==> src/rtl/pim_pkg.sv <==
// Shared definitions for the PIM command queue: funct3 opcodes, the 52-bit
// command record, the issue FSM state encoding and the command legality rule.
package pim_pkg;

  localparam logic [2:0] F3_WRITE   = 3'b001;
  localparam logic [2:0] F3_COMPUTE = 3'b010;
  localparam logic [2:0] F3_LOAD    = 3'b100;
  localparam logic [2:0] F3_KEY     = 3'b101;
  localparam logic [2:0] F3_VREF    = 3'b110;

  localparam int CMD_W = 52;

  typedef struct packed {
    logic [2:0]  funct3;
    logic [3:0]  sel_pim;
    logic [12:0] size;
    logic [31:0] mem_addr;
  } pim_cmd_t;

  typedef enum logic [1:0] {
    ST_IDLE      = 2'd0,
    ST_ISSUE     = 2'd1,
    ST_WAIT_BUSY = 2'd2,
    ST_WAIT_DONE = 2'd3
  } pim_state_t;

  // A command is legal only with a known opcode and a non-zero transfer size.
  function automatic logic pim_cmd_legal(input logic [2:0] funct3, input logic [12:0] size);
    logic op_ok;
    case (funct3)
      F3_WRITE, F3_COMPUTE, F3_LOAD, F3_KEY, F3_VREF: op_ok = 1'b1;
      default:                                        op_ok = 1'b0;
    endcase
    return op_ok && (size != 13'd0);
  endfunction

endpackage

==> src/rtl/pim_cmd_fifo.sv <==
// Synchronous show-ahead FIFO with registered occupancy count.
// Ports:
//   i_clk, i_rst      clock, synchronous active-high reset
//   i_push, i_wdata   write strobe and data (ignored when full)
//   i_pop             read strobe (ignored when empty); o_rdata shows the head
//   o_count           number of stored entries (0..DEPTH)
//   o_full, o_empty   occupancy flags decoded from the registered count
module pim_cmd_fifo #(
  parameter int WIDTH = 52,
  parameter int DEPTH = 4
) (
  input  logic                     i_clk,
  input  logic                     i_rst,
  input  logic                     i_push,
  input  logic [WIDTH-1:0]         i_wdata,
  input  logic                     i_pop,
  output logic [WIDTH-1:0]         o_rdata,
  output logic [$clog2(DEPTH):0]   o_count,
  output logic                     o_full,
  output logic                     o_empty
);

  localparam int AW = $clog2(DEPTH);
  localparam int CW = AW + 1;

  logic [WIDTH-1:0] mem_q [DEPTH];
  logic [WIDTH-1:0] mem_d [DEPTH];
  logic [AW-1:0]    wr_ptr_q, wr_ptr_d;
  logic [AW-1:0]    rd_ptr_q, rd_ptr_d;
  logic [CW-1:0]    count_q, count_d;
  logic             push_en, pop_en;

  assign o_full  = (count_q == CW'(DEPTH));
  assign o_empty = (count_q == '0);
  assign o_count = count_q;
  assign o_rdata = mem_q[rd_ptr_q];

  assign push_en = i_push && !o_full;
  assign pop_en  = i_pop && !o_empty;

  // Pointers wrap naturally because DEPTH is a power of two.
  always_comb begin
    wr_ptr_d = wr_ptr_q;
    rd_ptr_d = rd_ptr_q;
    count_d  = count_q;
    mem_d    = mem_q;
    if (push_en) begin
      mem_d[wr_ptr_q] = i_wdata;
      wr_ptr_d        = wr_ptr_q + AW'(1);
    end
    if (pop_en) begin
      rd_ptr_d = rd_ptr_q + AW'(1);
    end
    case ({push_en, pop_en})
      2'b10:   count_d = count_q + CW'(1);
      2'b01:   count_d = count_q - CW'(1);
      default: count_d = count_q;
    endcase
  end

  always_ff @(posedge i_clk) begin
    if (i_rst) begin
      wr_ptr_q <= '0;
      rd_ptr_q <= '0;
      count_q  <= '0;
    end else begin
      wr_ptr_q <= wr_ptr_d;
      rd_ptr_q <= rd_ptr_d;
      count_q  <= count_d;
    end
  end

  // Storage needs no reset: the count and pointers decide what is valid.
  always_ff @(posedge i_clk) begin
    mem_q <= mem_d;
  end

endmodule

==> src/rtl/pim_cmd_queue.sv <==
// Queues PIM commands from the core and issues them one at a time to the DMA,
// dropping and counting illegal commands and flagging a DMA that never starts.
// Ports:
//   i_clk, i_rst                 clock, synchronous active-high reset
//   i_cmd_valid / o_cmd_ready    command handshake (ready = FIFO not full)
//   i_funct3..i_mem_addr         incoming command fields
//   o_dma_en                     one-cycle start pulse to the DMA
//   o_funct3..o_mem_addr         fields of the command being issued
//   i_dma_busy                   DMA busy status
//   o_fifo_count                 commands waiting in the queue
//   o_pim_idle                   queue empty, FSM idle, DMA not busy
//   o_err_cnt                    saturating count of dropped illegal commands
//   o_timeout                    sticky: DMA never reported busy after a start
//   i_err_clr                    clears o_err_cnt and o_timeout
//
// state        | meaning
// ST_IDLE      | waiting for a queued command and a free DMA; pops the head
// ST_ISSUE     | start pulse on o_dma_en, busy timer loaded
// ST_WAIT_BUSY | waiting for the DMA to raise busy, timer counting down
// ST_WAIT_DONE | DMA running, waiting for busy to fall
module pim_cmd_queue
  import pim_pkg::*;
#(
  parameter int DEPTH        = 4,
  parameter int BUSY_TIMEOUT = 15
) (
  input  logic                   i_clk,
  input  logic                   i_rst,
  input  logic                   i_cmd_valid,
  output logic                   o_cmd_ready,
  input  logic [2:0]             i_funct3,
  input  logic [3:0]             i_sel_pim,
  input  logic [12:0]            i_size,
  input  logic [31:0]            i_mem_addr,
  output logic                   o_dma_en,
  output logic [2:0]             o_funct3,
  output logic [3:0]             o_sel_pim,
  output logic [12:0]            o_size,
  output logic [31:0]            o_mem_addr,
  input  logic                   i_dma_busy,
  output logic [$clog2(DEPTH):0] o_fifo_count,
  output logic                   o_pim_idle,
  output logic [7:0]             o_err_cnt,
  output logic                   o_timeout,
  input  logic                   i_err_clr
);

  localparam int CW = $clog2(DEPTH) + 1;
  // The timer holds BUSY_TIMEOUT-1 down to 0, giving BUSY_TIMEOUT WAIT_BUSY cycles.
  localparam int TW = (BUSY_TIMEOUT > 1) ? $clog2(BUSY_TIMEOUT) : 1;
  localparam logic [TW-1:0] TIMER_LOAD = TW'(BUSY_TIMEOUT - 1);

  pim_cmd_t      in_cmd, head_cmd, cmd_q, cmd_d;
  pim_state_t    state_q, state_d;
  logic [TW-1:0] timer_q, timer_d;
  logic [7:0]    err_cnt_q, err_cnt_d;
  logic          timeout_q, timeout_d, timeout_set;
  logic          fifo_full, fifo_empty;
  logic          accept, cmd_legal, push, pop;
  logic [CW-1:0] fifo_count;

  always_comb begin
    in_cmd.funct3   = i_funct3;
    in_cmd.sel_pim  = i_sel_pim;
    in_cmd.size     = i_size;
    in_cmd.mem_addr = i_mem_addr;
  end

  assign o_cmd_ready = !fifo_full && !i_rst;
  assign accept      = i_cmd_valid && o_cmd_ready;
  assign cmd_legal   = pim_cmd_legal(i_funct3, i_size);
  // Illegal commands complete the handshake but never reach the FIFO.
  assign push        = accept && cmd_legal;

  pim_cmd_fifo #(
    .WIDTH (CMD_W),
    .DEPTH (DEPTH)
  ) u_fifo (
    .i_clk   (i_clk),
    .i_rst   (i_rst),
    .i_push  (push),
    .i_wdata (in_cmd),
    .i_pop   (pop),
    .o_rdata (head_cmd),
    .o_count (fifo_count),
    .o_full  (fifo_full),
    .o_empty (fifo_empty)
  );

  always_comb begin
    state_d     = state_q;
    cmd_d       = cmd_q;
    timer_d     = timer_q;
    pop         = 1'b0;
    timeout_set = 1'b0;
    case (state_q)
      ST_IDLE: begin
        if (!fifo_empty && !i_dma_busy) begin
          pop     = 1'b1;
          cmd_d   = head_cmd;
          state_d = ST_ISSUE;
        end
      end
      ST_ISSUE: begin
        timer_d = TIMER_LOAD;
        state_d = ST_WAIT_BUSY;
      end
      ST_WAIT_BUSY: begin
        if (i_dma_busy) begin
          state_d = ST_WAIT_DONE;
        end else if (timer_q == '0) begin
          timeout_set = 1'b1;
          state_d     = ST_IDLE;
        end else begin
          timer_d = timer_q - TW'(1);
        end
      end
      ST_WAIT_DONE: begin
        if (!i_dma_busy) begin
          state_d = ST_IDLE;
        end
      end
      default: state_d = ST_IDLE;
    endcase
  end

  // Clear wins over a same-cycle increment or timeout.
  always_comb begin
    err_cnt_d = err_cnt_q;
    timeout_d = timeout_q;
    if (i_err_clr) begin
      err_cnt_d = '0;
      timeout_d = 1'b0;
    end else begin
      if (accept && !cmd_legal && (err_cnt_q != 8'hFF)) begin
        err_cnt_d = err_cnt_q + 8'd1;
      end
      if (timeout_set) begin
        timeout_d = 1'b1;
      end
    end
  end

  always_ff @(posedge i_clk) begin
    if (i_rst) begin
      state_q   <= ST_IDLE;
      cmd_q     <= '0;
      timer_q   <= '0;
      err_cnt_q <= '0;
      timeout_q <= 1'b0;
    end else begin
      state_q   <= state_d;
      cmd_q     <= cmd_d;
      timer_q   <= timer_d;
      err_cnt_q <= err_cnt_d;
      timeout_q <= timeout_d;
    end
  end

  assign o_dma_en     = (state_q == ST_ISSUE);
  assign o_funct3     = cmd_q.funct3;
  assign o_sel_pim    = cmd_q.sel_pim;
  assign o_size       = cmd_q.size;
  assign o_mem_addr   = cmd_q.mem_addr;
  assign o_fifo_count = fifo_count;
  assign o_pim_idle   = fifo_empty && (state_q == ST_IDLE) && !i_dma_busy;
  assign o_err_cnt    = err_cnt_q;
  assign o_timeout    = timeout_q;

endmodule

==> config.mk <==
export PLATFORM = sky130hd
export DESIGN_NAME = pim_cmd_queue
export DESIGN_NICKNAME = d
export VERILOG_FILES = /design/src/rtl/pim_pkg.sv /design/src/rtl/pim_cmd_fifo.sv /design/src/rtl/pim_cmd_queue.sv
export SDC_FILE = /design/constraint.sdc
export NUM_CORES = 1
export LEC_CHECK = 0
export BUFFER_PORTS_ARGS = -buffer_cell sky130_fd_sc_hd__buf_2
export CAP_MARGIN = 20
export CORE_MARGIN = 5
export CORE_UTILIZATION = 45
export DETAILED_ROUTE_END_ITERATION = 7
export HOLD_SLACK_MARGIN = 0.12
export SYNTH_ARGS = -nofsm -noshare
export SYNTH_HDL_FRONTEND = slang
export SYNTH_SLANG_ARGS = --single-unit
==> constraint.sdc <==
create_clock -name i_clk -period 6.12 [get_ports i_clk]
set_clock_uncertainty 0.05 [all_clocks]
set_input_delay 0.918 -clock i_clk [delete_from_list [all_inputs] [get_ports i_clk]]
set_output_delay 0.918 -clock i_clk [all_outputs]
set_load 0.005 [all_outputs]
# --- Yosys cells after proc, flatten, opt, wreduce, memory -nomap -nowiden ---
# Cells that the tools add are included.
totals:
  ff_bits: 282
  input_bits: 57
  output_inout_bits: 67
  word_cells: 92
op_classes:
  add_sub_neg: 6
  magnitude_cmp: 3
  eq_ne: 17
  n_mux: 21
  n_bitwise: 2
  reduce_logical: 28
op_table:
  columns: ["operator", "count"]
  rows:
  - ["208-bit bitwise mux", 1]
  - ["52-bit 2-to-1 mux", 3]
  - ["52-bit binary-select mux with 2-bit select", 1]
  - ["52-bit demux with 2-bit select", 1]
  - ["13-bit nonzero test", 1]
  - ["3-bit == test, second input constant", 4]
  - ["1-bit logical AND", 12]
  - ["8-bit by 1-bit adder with 8-bit output, second input constant", 1]
  - ["2-bit 2-to-1 mux", 4]
  - ["4-bit 2-to-1 mux", 2]
  - ["2-bit != test, second input constant", 4]
  - ["8-bit != test, second input constant", 1]
  - ["2-bit case mux with 4 select lines", 1]
  - ["4-bit case mux with 2 select lines", 1]
  - ["2-bit == test, second input constant", 3]
  - ["3-bit >= comparator, second input constant", 2]
  - ["1-bit 2-to-1 mux", 6]
  - ["2-bit NOT with 3-bit output", 2]
  - ["3-bit case mux with 2 select lines", 1]
  - ["3-bit AND reduction", 2]
  - ["1-bit logical NOT", 5]
  - ["5-bit OR reduction", 1]
  - ["2-bit by 1-bit adder with 2-bit output, second input constant", 2]
  - ["2-bit by 1-bit == test with 1-bit output, second input constant", 2]
  - ["other kinds (13)", 14]

# --- Depth between registers and ports, before layout ---
# Gate-level depths: netlist of the first run.
logic_depth:
  ltp_word: 8
  depth_mapped: 11
  ltp_nobuf: 10

# --- By module ---
# A second synthesis of the first run with hierarchy kept.
hier_totals:
  cells_unflattened: 654
  area_unflattened_um2: 10782.8
modules_own_cells:
  columns: ["module", "instances", "cells_each", "area_each_um2", "seq_area_each_um2"]
  rows:
  - ["pim_cmd_fifo", 1, 322, 8130.3, 6386.1]
  - ["pim_cmd_queue", 1, 332, 2652.5, 1341.3]

# --- Least setup slack after synthesis of the first run ---
# Ideal clock, no wire load.
synth_timing:
  path_type: "input to register"
  from: "in i_funct3[2]"
  to: "reg u_fifo.mem_q[0] (netlist bit) (enable)"
  setup_ps: 415
  arrival_ps: 2837
  setup_slack_ps: 2818
  cell_stages: 5
  cell_sequence: "nor3_1 -> a21oi_4 -> and4_1 -> buf_2 -> and2_1"
synth_between:
  elab_chain_len: 6
  elab_cells_between_ends: 10
  classes_between: "5 x eq/ne; 1 x mux; 4 x reduce/logical"
synth_rtl:
  columns: ["item", "line_no", "rtl"]
  rows:
  - ["start, declared", "pim_cmd_queue.sv:31", "input logic [2:0] i_funct3,"]
  - ["3-bit by 1-bit == test with 1-bit output, or another cell as far along", "pim_pkg.sv:30", "case (funct3)"]
  - ["5-bit OR reduction (*)", "pim_pkg.sv:30", null]
  - ["1-bit 2-to-1 mux (*)", "pim_pkg.sv:30", null]
  - ["1-bit logical AND (*)", "pim_pkg.sv:34", "return op_ok && (size != 13'd0);"]
  - ["1-bit logical AND (*)", "pim_cmd_queue.sv:73", "assign push = accept && cmd_legal;"]
  - ["1-bit logical AND (*)", "pim_cmd_fifo.sv:38", "assign push_en = i_push && !o_full;"]
  - ["end signal, assigned", "pim_cmd_fifo.sv:75", "mem_q <= mem_d;"]
  - ["end, declared", "pim_cmd_fifo.sv:26", "logic [WIDTH-1:0] mem_q [DEPTH];"]
# Mark *: on every way between the ends. The rest lies on a longest branch, timed or not.
# A chain may end at the register's enable or synchronous reset.

# --- Worst setup path after layout of the first run ---
layout_timing:
  from: "in i_rst"
  to: "reg u_fifo.mem_q[85] (netlist bit) (enable)"
layout_between:
  elab_chain_len: 5
layout_rtl:
  columns: ["item", "line_no", "rtl"]
  rows:
  - ["start, declared", "pim_cmd_queue.sv:28", "input logic i_rst,"]
  - ["1-bit logical NOT", "pim_cmd_queue.sv:69", "assign o_cmd_ready = !fifo_full && !i_rst;"]
  - ["1-bit logical AND", "pim_cmd_queue.sv:69", null]
  - ["1-bit logical AND", "pim_cmd_queue.sv:70", "assign accept = i_cmd_valid && o_cmd_ready;"]
  - ["1-bit logical AND", "pim_cmd_queue.sv:73", null]
  - ["1-bit logical AND", "pim_cmd_fifo.sv:38", null]
# Every way passes these cells.

==> results by group, run 1 <==
Run status
  • Outcome: completed

Yosys
  • Most common cell in the netlist: edfxtp_1
  • Syn Inst Count: ~650
  • Synth Area in XOR/XNOR: less than 1%
  • Syn_area_per_cell: 16.4 um^2
  • Post-synth EDFFs: 208
  • Top FF cell, synth: edfxtp_1
  • Largest family of logic cells by synthesized area: multiplexers
  • Yosys warnings: 0
  • Post-synthesis sequential area ratio: just over 70%
  • Post-synth top area share: 58.7%
  • Yosys reg bits: around 280
  • Post-synthesis cell type count: 44
  • Mux cell area share after synthesis: between 10 and 15%
  • Simple-Gate Fraction of Synth Area: 7.01%
  • Compound-gate portion of the synthesized area: between 5 and 6%
  • Most area-consuming cells after synthesis: edfxtp_1 59%, dfxtp_1 14%, mux4_2 11%
  • Most common library cells after synthesis: 208 x edfxtp_1, 112 x nand2_1, 74 x dfxtp_1, 61 x a21oi_1, 52 x mux4_2
  • Synth area leader: edfxtp_1
  • Mapped cell area: 10600 um^2
  • Synth async-reset ratio: 0%
  • Synth Net Count: ~720
  • Adder-cell share of the synthesized area: 1.60%

STA
  • Final setup margin: roughly 3000 ps
  • Slew HR: around 44%
  • RSZ-0062 raised after global routing: no
  • Hold_ws: 402 ps
  • Fin. Hold Viols: 0
  • # setup viols final: 0
  • Fin. max-slew vios: 0
  • Final setup TNS: 0 ps
  • Period utilisation layout: about half
  • Fmax achieved: between 0.3 and 0.4 GHz
  • Slew @ Worst Pin: about 840 ps
  • Final min period: ~3100 ps

Route
  • Drt drc: 0
  • Drt first pass iters: 5
  • Wire length per cell: roughly 19 um
  • Vias per cell: about 5.1
  • ANT nets after route: 0
  • Vias: around 5800
  • Final wirelength: 21700 um
  • Iteration-0 DRC Markers: 321

Clocking
  • Worst-path clk slew: roughly 60 ps
  • H-Tree Depth: 1
  • Post-CTS Setup Bufs: 0
  • CTS tree: built
  • # clock sinks: between 200 and 300
  • CTS Hold Buffers Added: 0
  • Worst skew pair latency: approximately 530 ps
  • CTS Buffer Depth: 3
  • CTS root buf: clkbuf_16
  • Cts repair resizes: 0
  • Num CTS Buffers: 28

Power and ir drop
  • Pwr Density: ~380 nW/um^2
  • Lkg Pwr: ~4.3 nW
  • Peak VDD IR: approximately 0.00020 V

Final layout
  • Area occupied by multi-input gates: roughly 2700 um^2
  • # fillers: roughly 2000
  • Synth-to-Final Area Change: 18.1%
  • Final #Nets: 848
  • Sequential cell area: about 7700 um^2
  • Non-filler cells, final: around 1100
  • Post-route design area: around 13000 um^2
  • Share of cells above drive strength 1: around a third

GRT
  • Global Route Usage Sum: around 16%
  • Gr ovfl total: 0
  • Antenna violations before repair: 7
  • Largest net degree at the start of global routing: 70
  • Number of global-route vias before repair: 6246
  • First-pass GRT wire length: between 30000 and 40000 um

Floorplanning
  • IO Count: approximately 120
  • Die area: 26800 um^2
  • Die X-Extent: between 150 and 200 um
  • Die height: approximately 160 um
  • Initial core utilization: a little under half
  • Row count: 56
  • Core outline area: between 20000 and 25000 um^2

Worst setup path
  • Worst EP arrival: 3220 ps
  • Critical Path Max Stage Delay: approximately 750 ps
  • Setup crit start: i_rst
  • Crit Path Class: in2reg
  • Crit-path slowest cell: and2_2
  • Required time of the critical path: between 6000 and 7000 ps
  • Top cell by count, worst path: buf_4
  • Bufs and invs on worst path: 3
  • Cell Chain, Critical Path: buf_2 -> buf_4 -> nor2b_1 -> and4_1 -> and2_2 -> buf_4
  • Crit Path Max Fanout: 69
  • Critical path's top delay family: simple AND/OR/NAND/NOR gates
  • Crit path capture type: flip-flop
  • Worst setup SP type: input port
  • R2R Path Start: u_fifo.o_count[0]

Placed design
  • IO Port Bufs: around 120
  • Placed insts: between 1000 and 1500
  • GP Congestion: 0.766
  • Dpl hpwl: ~14000 um
  • Dpl ws: 2420 ps
  • Placed Area: approximately 12000 um^2

Min path
  • HP Start: o_size[5]
  • Worst Hold Class: reg2reg

Job
  • Total of max-cap violations: 0
report_power, final:
group	total (mW)	internal (mW)	switching, mW
logic	0.761	0.354	0.408
registers	2.28	2.18	0.101
clock network	1.79	1.08	0.709
total	4.83	3.62	1.22
path summary, 6_finish.rpt:
check | end | slack [ps] | depth (start not counted)
setup / recovery | u_fifo.mem_q[85] | 3030 | 6
hold / removal | o_size[5] | 400 | 2
setup reg to reg | u_fifo.mem_q[85] | 3310 | 5
hold reg to reg | o_size[5] | 400 | 2
cells by family after synthesis:
group | Yosys count
DFF | 282
and+or+nand+nor | 165
AOI/OAI and AO/OA | 83
muxes | 52
buffers and inverters | 45
adders and majority gates | 13
xor gates and xnor gates | 9
sequential cells by signal, summed over array words and instances, names as in the netlist:
| name | count |
|---|---|
| o_mem_addr | 32 |
| o_size | 13 |
| state_q | 2 |
| o_sel_pim | 4 |
| o_timeout | 1 |
| o_err_cnt | 8 |
| u_fifo.wr_ptr_q | 2 |
| u_fifo.mem_q | 208 |
| o_funct3 | 3 |
| u_fifo.o_count | 3 |
| u_fifo.rd_ptr_q | 2 |
| timer_q | 4 |
cell type report:
type	count	area share, %
diodes	3	0.0598
repair buffers	132	5.44
well taps	319	3.18
clock inverters	20	1.66
multi-input cells	322	21.5
clock buffers	32	6.21
inverters	12	0.359
flip-flops and latches	282	61.6
stage by stage:
| stage | util (%) | total power, mW |
|---|---|---|
| after floorplan | - | 2.85 |
| after detailed placement | 49.4 | 3.10 |
| after CTS | 53.6 | 4.90 |
| final | 53.7 | 4.83 |
| after global routing | 53.7 | 5.07 |
| after global placement | 49.4 | 3.07 |
per-layer routing:
layer / vias up / wire (um) / part of all wire, % / GRT usage, %
met4: 8 / 444 / 2.0 / 4.19
met1: 2865 / 8910 / 41 / 20.9
met3: 39 / 1240 / 5.7 / 3.41
li1: 2703 / - / - / -
met5: - / 41 / 0.19 / 0
met2: 156 / 11100 / 51 / 28.6
worst register-to-register path: stages, from the launching register on:
cell	delay [ps]
dfxtp_1	430
or3b_1	190
nor2b_1	160
and4_1	380
and2_2	750
buf_4	500
cells in the final DEF (no fill, tap or decap), types with 6 or more instances in the layout:
cell       instances
xnor2_1            6
ha_1              12
a21oi_1           61
dfxtp_1           72
clkinv_2           8
clkbuf_16         31
buf_4              9
inv_1             11
edfxtp_1         208
nand2_1          112
nand3_1            6
mux4_2            52
nor2_1            21
buf_2            123
(Power assumes the default switching activity.)
==> run 2, diff against run 1 <==
Settings changed: PLACE_DENSITY set to 0.67.
Clock period 6.12 ns to 2.5 ns, I/O delays scaled along.
==> run 2 against run 1 <==
  * Cell count increased by 5.0%
  * Die area did not move
  * Clock power grew 140%
  * Critical path depth is 6 higher
  * Register-to-register slack worse by 3200 ps
  * Global-route usage about the same
  * Sequential power is 140% higher
  * Hold slack worse by 260 ps
  * Worst setup slack lost 3000 ps
  * Final area up 4.8%
  * Sequential share of layout area decreased by 2.8 points
  * Critical path type unchanged
==> results by group, run 2 (synthesis results as in run 1) <==
Worst setup path
  • Crit path capture type: flip-flop (unchanged)
  • Worst EP arrival: 2830 ps (was 3220 ps)
  • Required time of the critical path: 2910 ps (was 6260 ps)
  • Crit Path Max Fanout: 5 (was 69)
  • Reg2reg setup slack: 100 ps (was 3310 ps)
  • Crit Path Class: in2reg (unchanged)
  • Worst setup SP type: input port (unchanged)

Power and ir drop
  • Pwr Density: 902 nW/um^2 (was 385 nW/um^2)
  • Overall Power: 11.9 mW (was 4.83 mW)
  • Lkg Pwr: 4.57 nW (was 4.31 nW)
  • Peak VDD IR: 0.000605 V (was 0.000198 V)

STA
  • Period utilisation layout: 97.0%
  • # setup viols final: 0 (unchanged)
  • Final min period: around 2400 ps
  • Final setup margin: 74.5 ps (was 3030 ps)
  • Hold_ws: 141 ps (was 402 ps)
  • RSZ-0062 raised after global routing: no (unchanged)
  • Fmax achieved: about 0.41 GHz
  • Final setup TNS: 0 ps (unchanged)
  • Fin. Hold Viols: 0 (unchanged)
  • Slew @ Worst Pin: 828 ps (was 835 ps)
  • Slew HR: 44.8% (was 44.3%)
  • Fin. max-slew vios: 0 (unchanged)

Floorplanning
  • Die X-Extent: 164 um (unchanged)
  • IO Count: 124 (unchanged)
  • Initial core utilization: 45.4% (unchanged)
  • Die height: 164 um (unchanged)
  • Core outline area: 23400 um^2 (unchanged)
  • Row count: 56 (unchanged)
  • Die area: 26800 um^2 (unchanged)

Final layout
  • Commonest non-fill, non-tap cell in the layout: edfxtp_1 (unchanged)
  • Area occupied by multi-input gates: 2730 um^2 (was 2710 um^2)
  • Share of cells above drive strength 1: 30.8% (was 31.8%)
  • # fillers: 1854 (was 1953)
  • Largest register by flop count: u_fifo.mem_q (unchanged)
  • Synth-to-Final Area Change: 23.8% (was 18.1%)
  • Number of flip-flops under the largest register name: 208 (unchanged)
  • Sequential cell area: 7730 um^2 (about the same)
  • Most frequent cells in the layout: 208 x edfxtp_1, 120 x buf_2, 112 x nand2_1, 71 x dfxtp_1, 61 x a21oi_1 (was 208 x edfxtp_1, 123 x buf_2, 112 x nand2_1, 72 x dfxtp_1, 61 x a21oi_1)
  • Post-route design area: 13200 um^2 (was 12600 um^2)
  • Final #Nets: 905 (was 848)

Placed design
  • Placed Area: 11700 um^2 (was 11600 um^2)
  • IO Port Bufs: 123 (unchanged)
  • GP Congestion: 0.752 (was 0.766)
  • Dpl ws: -18.8 ps (was 2420 ps)
  • Dpl hpwl: 12300 um (was 13500 um)

GRT
  • Number of global-route vias before repair: 6272 (was 6246)
  • Global Route Usage Sum: 16.4% (about the same)
  • First-pass GRT wire length: 34400 um (was 34100 um)
  • Antenna violations before repair: 1 (was 7)
  • Gr ovfl total: 0 (unchanged)
  • Largest net degree at the start of global routing: 68 (was 70)

Route
  • Drt first pass iters: 4 (was 5)
  • Vias: 5983 (was 5771)
  • Drt drc: 0 (unchanged)
  • Vias per cell: 5.08 (was 5.14)
  • Final wirelength: 21500 um (was 21700 um)
  • Wire length per cell: 18.3 um (was 19.3 um)
  • Iteration-0 DRC Markers: 343 (was 321)
  • ANT nets after route: 0 (unchanged)

Clocking
  • CTS Buffer Depth: 3 (unchanged)
  • Worst skew pair latency: 530 ps (about the same)
  • # clock sinks: 282 (unchanged)
  • CTS root buf: clkbuf_16 (unchanged)
  • H-Tree Depth: 1 (unchanged)
  • Worst-path clk slew: 60 ps (about the same)
  • CTS tree: built (unchanged)
  • Num CTS Buffers: 28 (unchanged)

Run status
  • Outcome: completed (unchanged)

Job
  • Total of max-cap violations: 0 (unchanged)

Min path
  • Worst Hold Class: in2reg (was reg2reg)
run 2: cell types whose count changed in the layout (fill, tap and decap cells not counted), sizes merged, moves of 3 or more:
cell	delta
buf	+6
bufinv	-3
clkbuf	+13
clkinv	-7
clkinvlp	-3
dlygate4sd3	+50
run 2: timing repair:
action	CTS	global route
hold buffers	51	0
setup endpoints to repair	0	1
resized for setup	0	3
hold endpoints to repair	199	0
setup buffers	0	1
run 2: final timing paths:
check | start | end | cells after the start
min | i_size[1] | u_fifo.mem_q[189] | 2
max reg2reg | u_fifo.o_count[2] | u_fifo.o_count[2] | 10
min reg2reg | o_sel_pim[3] | o_sel_pim[3] | 2
max | i_size[8] | u_fifo.o_count[2] | 12
run 2: report_power, final:
| group | switching [mW] | internal (mW) |
|---|---|---|
| logic | 1.06 | 0.992 |
| registers | 0.201 | 5.34 |
| clock network | 1.70 | 2.58 |
run 2: worst max-delay path, cell delays in order:
cell           delay, ps
dlygate4sd3_1        550
buf_2                170
nor3_4               260
nand4_4              120
and4_1               180
inv_1                 50
ha_2                 160
inv_1                 50
fa_2                 330
xor2_1               150
or3_1                310
a21oi_1              120
run 2: routing by layer:
metal / up-vias / track usage [%] / wire, um
met5: - / 0 / 0
met4: 0 / 4.80 / 542
met3: 35 / 2.33 / 920
met2: 130 / 29.3 / 11100
met1: 3001 / 20.9 / 8910
li1: 2817 / - / -
run 2: cell type report:
class,instances,area share (%)
tap,319,3.03
clock buffer,45,6.89
multi-input combinational,322,20.8
sequential,282,58.8
antenna,2,0.0380
timing repair buffer,189,9.68
inverter,12,0.342
clock inverter,7,0.494
run 2: per-stage QoR:
step	utilization (%)	instances
5_1_grt	56.2	1177
6_report	56.2	1178
4_1_cts	56.2	1178
3_5_place_dp	49.9	1075
3_3_place_gp	49.9	1075
2_1_floorplan	-	649
==> run 3, diff against run 2 <==
Settings changed: ABC_AREA set to 1, PLACE_DENSITY 0.67 to 0.66.
==> run 3 against run 2 <==
  * Core utilization decreased by 0.86 points
  * Combinational power decreased by 27%
  * Critical path type unchanged
  * Non-clock buffer count increased by 4
==> results by group, run 3 <==
Yosys
  • Syn Inst Count: 940 (was 649)
  • Post-synthesis sequential area ratio: 70.6% (was 72.7%)
  • Mapped cell area: 10900 um^2 (was 10600 um^2)
  • Largest family of logic cells by synthesized area: simple AND/OR/NAND/NOR gates (was multiplexers)
  • Mux cell area share after synthesis: 0% (was 11.0%)
  • Syn_area_per_cell: 11.6 um^2 (was 16.4 um^2)
  • Yosys reg bits: 282 (unchanged)
  • Most common library cells after synthesis: 238 x nor2_1, 208 x edfxtp_1, 128 x o21ai_0, 74 x dfxtp_1, 52 x a31oi_1 (was 208 x edfxtp_1, 112 x nand2_1, 74 x dfxtp_1, 61 x a21oi_1, 52 x mux4_2)
  • Adder-cell share of the synthesized area: 1.55% (was 1.60%)
  • Simple-Gate Fraction of Synth Area: 12.0% (was 7.01%)
  • Compound-gate portion of the synthesized area: 11.5% (was 5.04%)
  • Top FF cell, synth: edfxtp_1 (unchanged)
  • Post-synth top area share: 57.1% (was 58.7%)
  • Post-synthesis cell type count: 34 (was 44)
  • Yosys warnings: 0 (unchanged)
  • Most area-consuming cells after synthesis: edfxtp_1 57%, dfxtp_1 14%, nor2_1 8.2% (was edfxtp_1 59%, dfxtp_1 14%, mux4_2 11%)
  • Synth Net Count: 1010 (was 719)
  • Most common cell in the netlist: nor2_1 (was edfxtp_1)
  • Synth async-reset ratio: 0% (unchanged)
  • Synth area leader: edfxtp_1 (unchanged)
  • Synth Area in XOR/XNOR: 0.240% (was 0.741%)
  • Post-synth EDFFs: 208 (unchanged)

Clocking
  • Worst skew pair latency: 520 ps (was 530 ps)
  • Post-CTS Setup Bufs: 0 (unchanged)
  • # clock sinks: 282 (unchanged)
  • H-Tree Depth: 1 (unchanged)
  • CTS Buffer Depth: 3 (unchanged)
  • Num CTS Buffers: 29 (was 28)
  • CTS root buf: clkbuf_16 (unchanged)
  • CTS tree: built (unchanged)
  • Worst-path clk slew: 50 ps (was 60 ps)

STA
  • Slew HR: 33.2% (was 44.8%)
  • # setup viols final: 0 (unchanged)
  • RSZ-0062 raised after global routing: no (unchanged)
  • Final setup margin: 184 ps (was 74.5 ps)
  • Final min period: 2320 ps (was 2430 ps)
  • Fin. Hold Viols: 0 (unchanged)
  • Fin. max-slew vios: 0 (unchanged)
  • Period utilisation layout: 92.6% (was 97.0%)
  • Slew @ Worst Pin: 1000 ps (was 828 ps)
  • Fmax achieved: 0.432 GHz (was 0.412 GHz)

Route
  • Drt first pass iters: 5 (was 4)
  • Vias per cell: 4.96 (was 5.08)
  • Drt drc: 0 (unchanged)
  • Vias: 7227 (was 5983)
  • Wire length per cell: 16.1 um (was 18.3 um)
  • Final wirelength: 23500 um (was 21500 um)
  • Iteration-0 DRC Markers: 472 (was 343)
  • ANT nets after route: 0 (unchanged)

Power and ir drop
  • Lkg Pwr: 4.98 nW (was 4.57 nW)
  • Int Pwr: 8.26 mW (was 8.91 mW)
  • Sw frac: 24.6% (was 24.9%)
  • Peak VDD IR: 0.000482 V (was 0.000605 V)
  • Overall Power: 10.9 mW (was 11.9 mW)
  • Psw: 2.69 mW (was 2.96 mW)
  • Clock group share of total power: 36.9% (was 36.0%)
  • Sequential Power Share: 49.5% (was 46.7%)
  • Combinational power share: 13.6% (was 17.3%)
  • Pwr Density: 820 nW/um^2 (was 902 nW/um^2)

GRT
  • Gr ovfl total: 0 (unchanged)
  • Global Route Usage Sum: 16.8% (was 16.4%)
  • Number of global-route vias before repair: 6973 (was 6272)
  • Antenna violations before repair: 0 (was 1)
  • Largest net degree at the start of global routing: 108 (was 68)
  • First-pass GRT wire length: 37900 um (was 34400 um)

Final layout
  • Share of cells above drive strength 1: 17.7% (was 30.8%)
  • Most frequent cells in the layout: 233 x nor2_1, 208 x edfxtp_1, 126 x o21ai_0, 123 x buf_2, 72 x dfxtp_1 (was 208 x edfxtp_1, 120 x buf_2, 112 x nand2_1, 71 x dfxtp_1, 61 x a21oi_1)
  • Largest register by flop count: u_fifo.mem_q (unchanged)
  • Number of flip-flops under the largest register name: 208 (unchanged)
  • Commonest non-fill, non-tap cell in the layout: nor2_1 (was edfxtp_1)
  • Final #Nets: 1183 (was 905)
  • # fillers: 2061 (was 1854)
  • Antenna diodes: 0 (was 2)
  • Post-route design area: 13400 um^2 (was 13200 um^2)
  • Synth-to-Final Area Change: 21.9% (was 23.8%)

Floorplanning
  • Initial core utilization: 45.4% (about the same)
  • IO Count: 124 (unchanged)
  • Core outline area: 24100 um^2 (was 23400 um^2)
  • Die area: 27500 um^2 (was 26800 um^2)
  • Die height: 166 um (was 164 um)
  • Row count: 57 (was 56)
  • Die X-Extent: 166 um (was 164 um)

Placed design
  • Dpl hpwl: 13700 um (was 12300 um)
  • GP Congestion: 0.749 (was 0.752)
  • IO Port Bufs: 123 (unchanged)
  • Dpl ws: 151 ps (was -18.8 ps)
  • Placed Area: 11900 um^2 (was 11700 um^2)

Job
  • Total of max-cap violations: 0 (unchanged)

Run status
  • Outcome: completed (unchanged)

Min path
  • Worst Hold Class: in2reg (unchanged)
  • HP Start: i_dma_busy (was i_size[1])
  • Worst Hold Depth: 4 (was 2)
  • Worst hold endpoint: o_timeout (was u_fifo.mem_q[189])

Worst setup path
  • Crit-path slowest cell: dlygate4sd3_1 (unchanged)
  • RR Endpoint: u_fifo.o_count[2] (unchanged)
  • Reg2reg setup slack: 450 ps (was 100 ps)
  • Crit Path Class: in2reg (unchanged)
  • Required time of the critical path: 2860 ps (was 2910 ps)
  • Worst EP arrival: 2680 ps (was 2830 ps)
  • Crit Path Max Fanout: 5 (unchanged)
  • Critical Path Max Stage Delay: 560 ps (was 550 ps)
  • Crit path capture type: flip-flop (unchanged)
  • R2R Path Start: state_q[0] (was u_fifo.o_count[2])
  • FF-to-FF path depth: 11 (was 10)
  • Cell Chain, Critical Path: dlygate4sd3_1 -> buf_2 -> nor2_1 -> nand2_1 -> nor2_1 -> nand2_2 -> nand3b_4 -> ha_1 -> inv_1 -> fa_1 -> a21oi_1 -> o21ai_1 -> o21ai_1 -> a21oi_1 (was dlygate4sd3_1 -> buf_2 -> nor3_4 -> nand4_4 -> and4_1 -> inv_1 -> ha_2 -> inv_1 -> fa_2 -> xor2_1 -> or3_1 -> a21oi_1)
  • Worst setup SP type: input port (unchanged)
run 3: final cells by class:
| class | count | area (um^2) | area share (%) |
|---|---|---|---|
| flip-flops and latches | 282 | 7730 | 57.9 |
| multi-input cells | 572 | 2800 | 21.0 |
| repair buffers | 193 | 1380 | 10.3 |
| clock buffers | 41 | 801 | 6.00 |
| well taps | 324 | 405 | 3.04 |
| inverters | 35 | 133 | 0.993 |
| clock inverters | 10 | 96.3 | 0.722 |
run 3: power groups by stage:
| stage | clock network (mW) | registers (mW) | logic (mW) |
|---|---|---|---|
| final | 4.04 | 5.42 | 1.49 |
| after global routing | 4.34 | 5.45 | 1.71 |
| after CTS | 4.13 | 5.42 | 1.52 |
| after detailed placement | 0 | 5.51 | 1.45 |
| after global placement | 0 | 5.51 | 1.42 |
| after floorplan | 0 | 5.50 | 0.982 |
run 3: metrics by stage:
step | TNS (ps) | cells | util (%) | hold WS [ps]
floorplan | -52740 | 940 | - | 394
global placement | 0 | 1352 | 49.4 | 414
detailed placement | 0 | 1352 | 49.4 | 421
CTS | 0 | 1457 | 55.4 | 218
global route | 0 | 1457 | 55.4 | 268
finish | 0 | 1457 | 55.4 | 235
run 3: cell families (layout without fill, tap and decap cells):
kind of cell,count (synthesis),in the layout
AOI/OAI and AO/OA,237,237
adders and majority gates,13,13
and+or+nand+nor,319,319
buffers and inverters,86,279
DFF,282,282
xor gates and xnor gates,3,3
run 3: critical path, delay by kind of cell:
family / cells / cell delay [ps]
buffers and inverters: 3 / 780
and+or+nand+nor: 5 / 580
adders and majority gates: 2 / 530
AOI/OAI and AO/OA: 4 / 420
run 3: how the worst max path moves through the flow:
stage / start / end
floorplan: i_funct3[0] / u_fifo.mem_q[0]
global placement: i_size[11] / u_fifo.o_count[2]
detailed placement: i_size[1] / u_fifo.o_count[2]
CTS: i_rst / o_cmd_ready
global route: i_size[1] / u_fifo.o_count[2]
finish: i_size[3] / u_fifo.o_count[2]
run 3: timing repair:
item	4_1_cts	5_1_grt
resized for setup	0	4
setup endpoints to repair	0	2
hold buffers	54	0
endpoints found under the hold margin	214	0
run 3: metal layers:
layer  part of all wire [%]  vias to the layer above  track usage [%]
met5                      0                        -                0
met3                    4.7                       28             2.69
li1                       -                     3662                -
met1                     46                     3380             23.2
met2                     48                      157             28.2
met4                    1.5                        0             3.66
